<file path="src/rtl/c7b_ifu_pkg.sv">
// Shared IFU types and constants: instruction/PC widths, fetch block width
// and the entry layout held by the instruction buffer.
package c7b_ifu_pkg;

  localparam int INST_W  = 32;
  localparam int PC_W    = 32;
  localparam int FETCH_W = 64;
  localparam logic [PC_W-1:0] RESET_PC = 32'h1c00_0000;

  typedef struct packed {
    logic [PC_W-1:0]   pc;
    logic [INST_W-1:0] inst;
  } ibuf_entry_t;

  // Words a fetch block contributes: a block entered mid-way (pc[2]=1) only
  // carries the upper instruction.
  function automatic logic [1:0] fetch_nwr(input logic [PC_W-1:0] pc);
    return pc[2] ? 2'd1 : 2'd2;
  endfunction

endpackage

</file>
<file path="src/rtl/c7bifu_ibuf_if.sv">
// Fetch-return / decode bundle of the instruction buffer. The slave side is
// the buffer itself; the master side is the fetch and decode environment.
interface c7bifu_ibuf_if
  import c7b_ifu_pkg::*;
#(
  parameter int DEPTH = 8
) ();

  localparam int CNT_W = $clog2(DEPTH) + 1;

  logic               icu_ifu_data_valid_ic2;
  logic [FETCH_W-1:0] icu_ifu_data_ic2;
  logic [PC_W-1:0]    ifu_pc_ic2;
  logic               ifu_flush;
  logic               exu_ifu_stall;
  logic               ifu_exu_valid_d;
  logic [INST_W-1:0]  ifu_exu_inst_d;
  logic [PC_W-1:0]    ifu_exu_pc_d;
  logic               ibuf_afull;
  logic               ibuf_empty;
  logic [CNT_W-1:0]   ibuf_cnt;

  modport master (
    output icu_ifu_data_valid_ic2, icu_ifu_data_ic2, ifu_pc_ic2, ifu_flush, exu_ifu_stall,
    input  ifu_exu_valid_d, ifu_exu_inst_d, ifu_exu_pc_d, ibuf_afull, ibuf_empty, ibuf_cnt
  );

  modport slave (
    input  icu_ifu_data_valid_ic2, icu_ifu_data_ic2, ifu_pc_ic2, ifu_flush, exu_ifu_stall,
    output ifu_exu_valid_d, ifu_exu_inst_d, ifu_exu_pc_d, ibuf_afull, ibuf_empty, ibuf_cnt
  );

endinterface

</file>
<file path="src/rtl/c7bifu_ibuf_chk.sv">
// Protocol checker for the instruction buffer: flags a fetch block that does
// not fit and keeps a running count of such events.
module c7bifu_ibuf_chk (
  input  logic       clk,
  input  logic       reset,
  input  logic       ovf,
  output logic [7:0] ovf_events
);

  // Overflow means fcl ignored ibuf_afull; the block has already been dropped.
  always @(posedge clk or posedge reset) begin
    if (reset) begin
      ovf_events <= 8'd0;
    end else begin
      assert (!ovf) else begin
        ovf_events <= ovf_events + 8'd1;
        $warning("c7bifu_ibuf overflow: fetch block dropped");
      end
    end
  end

endmodule

</file>
<file path="src/rtl/c7bifu_ibuf_mem.sv">
// Instruction buffer storage: DEPTH entries, two write ports, one async read.
// Contents are deliberately not reset; the control logic masks invalid heads.
module c7bifu_ibuf_mem
  import c7b_ifu_pkg::*;
#(
  parameter int DEPTH = 8,
  localparam int PTR_W = $clog2(DEPTH)
) (
  input  logic        clk,
  input  logic        we0,
  input  logic [PTR_W-1:0] waddr0,
  input  ibuf_entry_t wdata0,
  input  logic        we1,
  input  logic [PTR_W-1:0] waddr1,
  input  ibuf_entry_t wdata1,
  input  logic [PTR_W-1:0] raddr,
  output ibuf_entry_t rdata
);

  ibuf_entry_t mem_r [DEPTH];

  // Write ports never collide: waddr1 is always waddr0+1 and DEPTH >= 4.
  always_ff @(posedge clk) begin
    if (we0) begin
      mem_r[waddr0] <= wdata0;
    end
    if (we1) begin
      mem_r[waddr1] <= wdata1;
    end
  end

  assign rdata = mem_r[raddr];

endmodule

</file>
<file path="src/rtl/c7bifu_ibuf.sv">
// Instruction buffer between IC2 fetch return and decode: up to two words in,
// one word out per cycle, first-word fall-through, almost-full throttle to fcl.
module c7bifu_ibuf
  import c7b_ifu_pkg::*;
#(
  parameter int DEPTH        = 8,
  parameter int AFULL_THRESH = 4
) (
  input logic        clk,
  input logic        reset,
  c7bifu_ibuf_if.slave bus
);

  localparam int PTR_W = $clog2(DEPTH);
  localparam int CNT_W = PTR_W + 1;

  logic [PTR_W-1:0] rd_ptr_r, wr_ptr_r, rd_ptr_nxt_s, wr_ptr_nxt_s, waddr1_s;
  logic [CNT_W-1:0] cnt_r, cnt_nxt_s;
  logic             empty_r, afull_r;
  logic             valid_s, pop_s, push_req_s, ovf_s, push_ok_s, mid_s;
  logic [1:0]       nwr_s;
  logic [CNT_W:0]   room_s;
  logic             we0_s, we1_s;
  ibuf_entry_t      wdata0_s, wdata1_s, head_s;

  // Push/pop decisions, write data steering and next-state pointers/count.
  always_comb begin
    valid_s    = !empty_r;
    pop_s      = valid_s && !bus.exu_ifu_stall;
    push_req_s = bus.icu_ifu_data_valid_ic2 && !bus.ifu_flush;
    mid_s      = bus.ifu_pc_ic2[2];
    nwr_s      = fetch_nwr(bus.ifu_pc_ic2);
    // A pop in the same cycle frees a slot, so a full buffer can still take one word.
    room_s     = (CNT_W+1)'(DEPTH) - {1'b0, cnt_r} + {{CNT_W{1'b0}}, pop_s};
    ovf_s      = push_req_s && ({{(CNT_W-1){1'b0}}, nwr_s} > room_s);
    push_ok_s  = push_req_s && !ovf_s;
    we0_s      = push_ok_s;
    we1_s      = push_ok_s && !mid_s;
    waddr1_s   = wr_ptr_r + {{(PTR_W-1){1'b0}}, 1'b1};

    wdata0_s.pc   = bus.ifu_pc_ic2;
    wdata0_s.inst = mid_s ? bus.icu_ifu_data_ic2[63:32] : bus.icu_ifu_data_ic2[31:0];
    wdata1_s.pc   = bus.ifu_pc_ic2 + 32'd4;
    wdata1_s.inst = bus.icu_ifu_data_ic2[63:32];

    if (bus.ifu_flush) begin
      cnt_nxt_s    = {CNT_W{1'b0}};
      wr_ptr_nxt_s = {PTR_W{1'b0}};
      rd_ptr_nxt_s = {PTR_W{1'b0}};
    end else begin
      cnt_nxt_s    = cnt_r + (push_ok_s ? CNT_W'(nwr_s) : {CNT_W{1'b0}}) - CNT_W'(pop_s);
      wr_ptr_nxt_s = wr_ptr_r + (push_ok_s ? PTR_W'(nwr_s) : {PTR_W{1'b0}});
      rd_ptr_nxt_s = rd_ptr_r + PTR_W'(pop_s);
    end
  end

  // Pointer, count and flag state; flags are registered from the next count.
  always_ff @(posedge clk or posedge reset) begin
    if (reset) begin
      rd_ptr_r <= {PTR_W{1'b0}};
      wr_ptr_r <= {PTR_W{1'b0}};
      cnt_r    <= {CNT_W{1'b0}};
      empty_r  <= 1'b1;
      afull_r  <= 1'b0;
    end else begin
      rd_ptr_r <= rd_ptr_nxt_s;
      wr_ptr_r <= wr_ptr_nxt_s;
      cnt_r    <= cnt_nxt_s;
      empty_r  <= (cnt_nxt_s == {CNT_W{1'b0}});
      afull_r  <= (((CNT_W+1)'(DEPTH) - {1'b0, cnt_nxt_s}) < (CNT_W+1)'(AFULL_THRESH));
    end
  end

  c7bifu_ibuf_mem #(.DEPTH(DEPTH)) u_mem (
    .clk    (clk),
    .we0    (we0_s),
    .waddr0 (wr_ptr_r),
    .wdata0 (wdata0_s),
    .we1    (we1_s),
    .waddr1 (waddr1_s),
    .wdata1 (wdata1_s),
    .raddr  (rd_ptr_r),
    .rdata  (head_s)
  );

  c7bifu_ibuf_chk u_chk (
    .clk        (clk),
    .reset      (reset),
    .ovf        (ovf_s),
    .ovf_events ()
  );

  assign bus.ifu_exu_valid_d = valid_s;
  assign bus.ifu_exu_inst_d  = valid_s ? head_s.inst : {INST_W{1'b0}};
  assign bus.ifu_exu_pc_d    = valid_s ? head_s.pc : {PC_W{1'b0}};
  assign bus.ibuf_afull      = afull_r;
  assign bus.ibuf_empty      = empty_r;
  assign bus.ibuf_cnt        = cnt_r;

endmodule
</file>
<file path="src/flat_wrapper.sv">
// flat-port wrapper written by rule: the top's interface ports become plain ports
module c7bifu_ibuf_flat import c7b_ifu_pkg::*;
#(
  parameter int DEPTH        = 8,
  parameter int AFULL_THRESH = 4
)
  (clk, reset, bus_icu_ifu_data_valid_ic2, bus_icu_ifu_data_ic2, bus_ifu_pc_ic2, bus_ifu_flush, bus_exu_ifu_stall, bus_ifu_exu_valid_d, bus_ifu_exu_inst_d, bus_ifu_exu_pc_d, bus_ibuf_afull, bus_ibuf_empty, bus_ibuf_cnt);
  c7bifu_ibuf_if #(.DEPTH(DEPTH)) bus_i ();
  input logic clk;
  input logic reset;
  input wire logic [$bits(bus_i.icu_ifu_data_valid_ic2)-1:0] bus_icu_ifu_data_valid_ic2;
  input wire logic [$bits(bus_i.icu_ifu_data_ic2)-1:0] bus_icu_ifu_data_ic2;
  input wire logic [$bits(bus_i.ifu_pc_ic2)-1:0] bus_ifu_pc_ic2;
  input wire logic [$bits(bus_i.ifu_flush)-1:0] bus_ifu_flush;
  input wire logic [$bits(bus_i.exu_ifu_stall)-1:0] bus_exu_ifu_stall;
  output wire logic [$bits(bus_i.ifu_exu_valid_d)-1:0] bus_ifu_exu_valid_d;
  output wire logic [$bits(bus_i.ifu_exu_inst_d)-1:0] bus_ifu_exu_inst_d;
  output wire logic [$bits(bus_i.ifu_exu_pc_d)-1:0] bus_ifu_exu_pc_d;
  output wire logic [$bits(bus_i.ibuf_afull)-1:0] bus_ibuf_afull;
  output wire logic [$bits(bus_i.ibuf_empty)-1:0] bus_ibuf_empty;
  output wire logic [$bits(bus_i.ibuf_cnt)-1:0] bus_ibuf_cnt;
  assign bus_i.icu_ifu_data_valid_ic2 = bus_icu_ifu_data_valid_ic2;
  assign bus_i.icu_ifu_data_ic2 = bus_icu_ifu_data_ic2;
  assign bus_i.ifu_pc_ic2 = bus_ifu_pc_ic2;
  assign bus_i.ifu_flush = bus_ifu_flush;
  assign bus_i.exu_ifu_stall = bus_exu_ifu_stall;
  assign bus_ifu_exu_valid_d = bus_i.ifu_exu_valid_d;
  assign bus_ifu_exu_inst_d = bus_i.ifu_exu_inst_d;
  assign bus_ifu_exu_pc_d = bus_i.ifu_exu_pc_d;
  assign bus_ibuf_afull = bus_i.ibuf_afull;
  assign bus_ibuf_empty = bus_i.ibuf_empty;
  assign bus_ibuf_cnt = bus_i.ibuf_cnt;
  c7bifu_ibuf #(.DEPTH(DEPTH), .AFULL_THRESH(AFULL_THRESH)) u_core (.clk(clk), .reset(reset), .bus(bus_i));
endmodule
</file>
<file path="config.mk">
export PLATFORM = sky130hd
export DESIGN_NAME = c7bifu_ibuf_flat
export DESIGN_NICKNAME = d
export VERILOG_FILES = /design/src/rtl/c7b_ifu_pkg.sv /design/src/rtl/c7bifu_ibuf_if.sv /design/src/rtl/c7bifu_ibuf_chk.sv /design/src/rtl/c7bifu_ibuf_mem.sv /design/src/rtl/c7bifu_ibuf.sv /design/src/flat_wrapper.sv
export SDC_FILE = /design/constraint.sdc
export NUM_CORES = 1
export LEC_CHECK = 0
export BUFFER_PORTS_ARGS = -buffer_cell sky130_fd_sc_hd__buf_2
export CELL_PAD_IN_SITES_DETAIL_PLACEMENT = 0
export CELL_PAD_IN_SITES_GLOBAL_PLACEMENT = 2
export CORE_MARGIN = 8
export CORE_UTILIZATION = 35
export DETAILED_ROUTE_END_ITERATION = 12
export PLACE_DENSITY = 0.66
export SLEW_MARGIN = 20
export SYNTH_ARGS = -nofsm -noshare
export SYNTH_HDL_FRONTEND = slang
export SYNTH_HIERARCHICAL = 1
export SYNTH_SLANG_ARGS = --single-unit
</file>
<file path="constraint.sdc">
create_clock -name clk -period 21 [get_ports clk]
set_input_delay 4.2 -clock clk [delete_from_list [all_inputs] [get_ports clk]]
set_output_delay 4.2 -clock clk [all_outputs]
set_load 0.05 [all_outputs]
</file>
==> results.cfg <==
[status]
status = completed

[die]
dieArea_um2 = 88200
coreArea_um2 = 78600
chipHeight_um = 297
die_x_um = 297
core.rowCount = 103
start_util_pct = 35.2
io_pins = 172

[synth]
ys.flop_type = edfxtp_1
ys_ff_latch = 524
synth_commonest_cells = 608 x mux2_2, 512 x edfxtp_1, 128 x mux4_2
syn-num-nets = 1713
synth_edf_count = 512
synthCells = 1595
netlist.area_leader.share_pct = 55.6
synth_area_per_cell_um2 = 17.3
synthArstFlopShare_pct = 2.29
yosysMostFrequentCell = mux2_2
netlist_area_um2 = 27600
synth_area_leaders = edfxtp_1 56%, mux2_2 25%, mux4_2 10%, nor2b_1 1.6%, dfrtp_1 1.0%
yosysUniqueCellTypes = 45
seq_area_frac_synth_pct = 56.7
synth_warnings = 6
yosysTopAreaCell = edfxtp_1

[timing]
tightest_slew_ps = 1110
period_minus_slack_ps = 8530
skew_ps = 17.1
finalCritPeriodShare_pct = 40.6
setup_viol = 0
timing_hold_violations_final = 0
slew_violations = 0
fmax_mhz = 117
whs_ps = 659
slew_headroom_pct = 25.9
rsz0062_at_grt = false
tns_ps = 0
fin_ws_ps = 12470

[hold_path]
min-delay-start = u_core/wr_ptr_r[2]$_DFF_PP0_
hold_end = u_core/wr_ptr_r[2]$_DFF_PP0_
hold_class = reg2reg
whs_path_depth = 2

[routing]
drc = 0
drt_iter0_markers = 853
ant_nets = 0
dr.pass1.iters = 5
wl_per_cell_um = 27.4
vias = 15400
routed_wl_mm = 78.1
viasPerCell = 5.39

[pwr]
power_switching_uw = 957
power_density_nw_per_um2 = 96.2
p_leak_uw = 0.0102
internal_power_uw = 2050
comb_power_share_pct = 26.3
sw_frac_of_total_pct = 31.8
clockPowerShare_pct = 31.2
ir_drop_v = 0.0000541
p_seq_share_pct = 42.5

[setup_path]
crit-reg2reg-launch = u_core/bus.ibuf_empty$_DFF_PP1_
crit_type = in2reg
critical_path.max_stage_delay_ps = 730
start_kind = input port
critPathBufInv = 5
required_ps = 21360
reg2reg_depth = 14
reg2reg_to = u_core/u_mem/mem_r[7][39]$_DFFE_PP_
cpMaxStageDelayCell = buf_4
cp_max_fo = 45
cp_cell_sequence = buf_2 -> buf_4 -> inv_1 -> ha_1 -> nor2b_1 -> o21ai_0 -> o311ai_1 -> nor2_1 -> nand4_1 -> buf_4 -> buf_4 -> mux2_2
cpMostUsedCell = buf_4
cp.arrival_ps = 8880
crit_family = buffers and inverters
r2r_slack_ps = 15180
end_kind = flip-flop

[cts]
clock_latency_ps = 620
cts_made_buffers = 58
holdBufCountCts = 0
clk_pin_slew_ps = 60
clock-root-buffer = clkbuf_16
cts.sinks = 524
postCtsSetupBuffers = 0
cts_tree = built
cts_resized = 0
ctsHtreeMaxLevel = 2
cts_buffer_depth = 3

[placed_design]
pre_cts_ws_ps = 11810
io_buffer_count = 171
hpwlAfterDp_mm = 42.9
gp_congestion = 0.735

[global_route]
grt_util_all_layers_pct = 17.3
antenna_found_initial = 11
grt_pass1_vias = 16600
grt_pass1_wl_mm = 115
grt_start_max_net_pins = 68
top_usage_layer = met2
use_met1_pct = 23.7
use_met2_pct = 28.9
grt-ovfl-total = 0
use_met3_pct = 2.87

[layout]
drive_above_1_share_pct = 57.3
area_growth_pct = 13.1
nets = 1873

[job]
drv_cap = 0
stage by stage:
stage	util (%)	power, uW	instance area (um^2)	instances
6_report	39.8	3010	31300	2851
4_1_cts	39.8	3060	31300	2847
3_3_place_gp	37.6	2100	29600	2745
3_5_place_dp	37.6	2110	29600	2745
2_1_floorplan	-	1880	27600	1595
5_1_grt	39.8	3140	31300	2848
worst min-delay path, stage by stage (launching register included):
cell and delay [ps]:
dfrtp_1 440, xnor2_1 90, nor2_1 80
cells in the final DEF, fill, tap and decap left out, types with 3 or more instances in the layout:
cell type,count
mux4_2,128
and3_1,5
inv_1,21
nand3_1,11
dfrtp_4,3
and4bb_4,3
nand2b_1,4
nand4b_1,4
nand2_1,10
nor2b_1,71
clkinv_1,15
dfrtp_1,8
clkinv_2,5
clkbuf_16,59
buf_4,33
diode_2,4
ha_1,15
clkbuf_1,19
mux2_2,608
xor2_1,9
edfxtp_1,512
xnor2_1,24
o21ai_4,4
buf_2,171
nand4_1,9
nor2_1,9
power groups by stage:
stage	clock network (uW)	registers (uW)	logic [uW]
floorplan	0	1270	610
global placement	0	1300	802
detailed placement	0	1300	804
CTS	968	1280	808
global route	1000	1290	848
finish	939	1280	792
routing by layer:
| layer | part of all wire [%] | routed length, um |
|---|---|---|
| met1 | 46 | 35800 |
| met3 | 4.0 | 3140 |
| met4 | 1.9 | 1490 |
| met2 | 48 | 37600 |
| met5 | 0.053 | 41 |
area by class of cell:
| class | instances | area, um^2 |
|---|---|---|
| repair buffers | 204 | 1100 |
| well taps | 1050 | 1310 |
| fillers | 7256 | 47300 |
| inverters | 21 | 78.8 |
| flip-flops and latches | 524 | 15700 |
| clock inverters | 24 | 148 |
| multi-input cells | 946 | 11400 |
| diodes | 4 | 10.0 |
| clock buffers | 78 | 1550 |
sequential cells by signal, indices dropped and copies added (netlist names):
| name | cells |
|---|---|
| u_core/rd_ptr_r | 3 |
| u_core/bus.ibuf_empty | 1 |
| u_core/wr_ptr_r | 3 |
| u_core/u_mem/mem_r | 512 |
| u_core/bus.ibuf_cnt | 4 |
| u_core/bus.ibuf_afull | 1 |
logic make-up (layout without fill, tap and decap cells):
kind of cell,count (synthesis),in the layout,synth area share (%)
compound gates,16,16,0.380
fa+ha+maj,17,17,0.824
other cells,0,4,0
mux,737,737,35.2
xor+xnor,33,33,1.05
flops,524,524,56.7
buf+inv,125,327,2.49
simple gates,143,143,3.32
how the worst max path moves through the flow:
stage	endpoint	cells after the start	from
final	u_core/u_mem/mem_r[7][39]$_DFFE_PP_	12	bus_ifu_pc_ic2[2]
after global routing	u_core/u_mem/mem_r[7][39]$_DFFE_PP_	12	bus_ifu_pc_ic2[2]
after CTS	bus_ifu_exu_pc_d[17]	6	u_core/rd_ptr_r[0]$_DFF_PP0_
after detailed placement	u_core/u_mem/mem_r[2][44]$_DFFE_PP_	11	bus_ifu_pc_ic2[2]
after global placement	u_core/u_mem/mem_r[2][40]$_DFFE_PP_	11	bus_ifu_pc_ic2[2]
after floorplan	u_core/u_mem/mem_r[5][0]$_DFFE_PP_	12	bus_exu_ifu_stall
(Power assumes the default switching activity.)
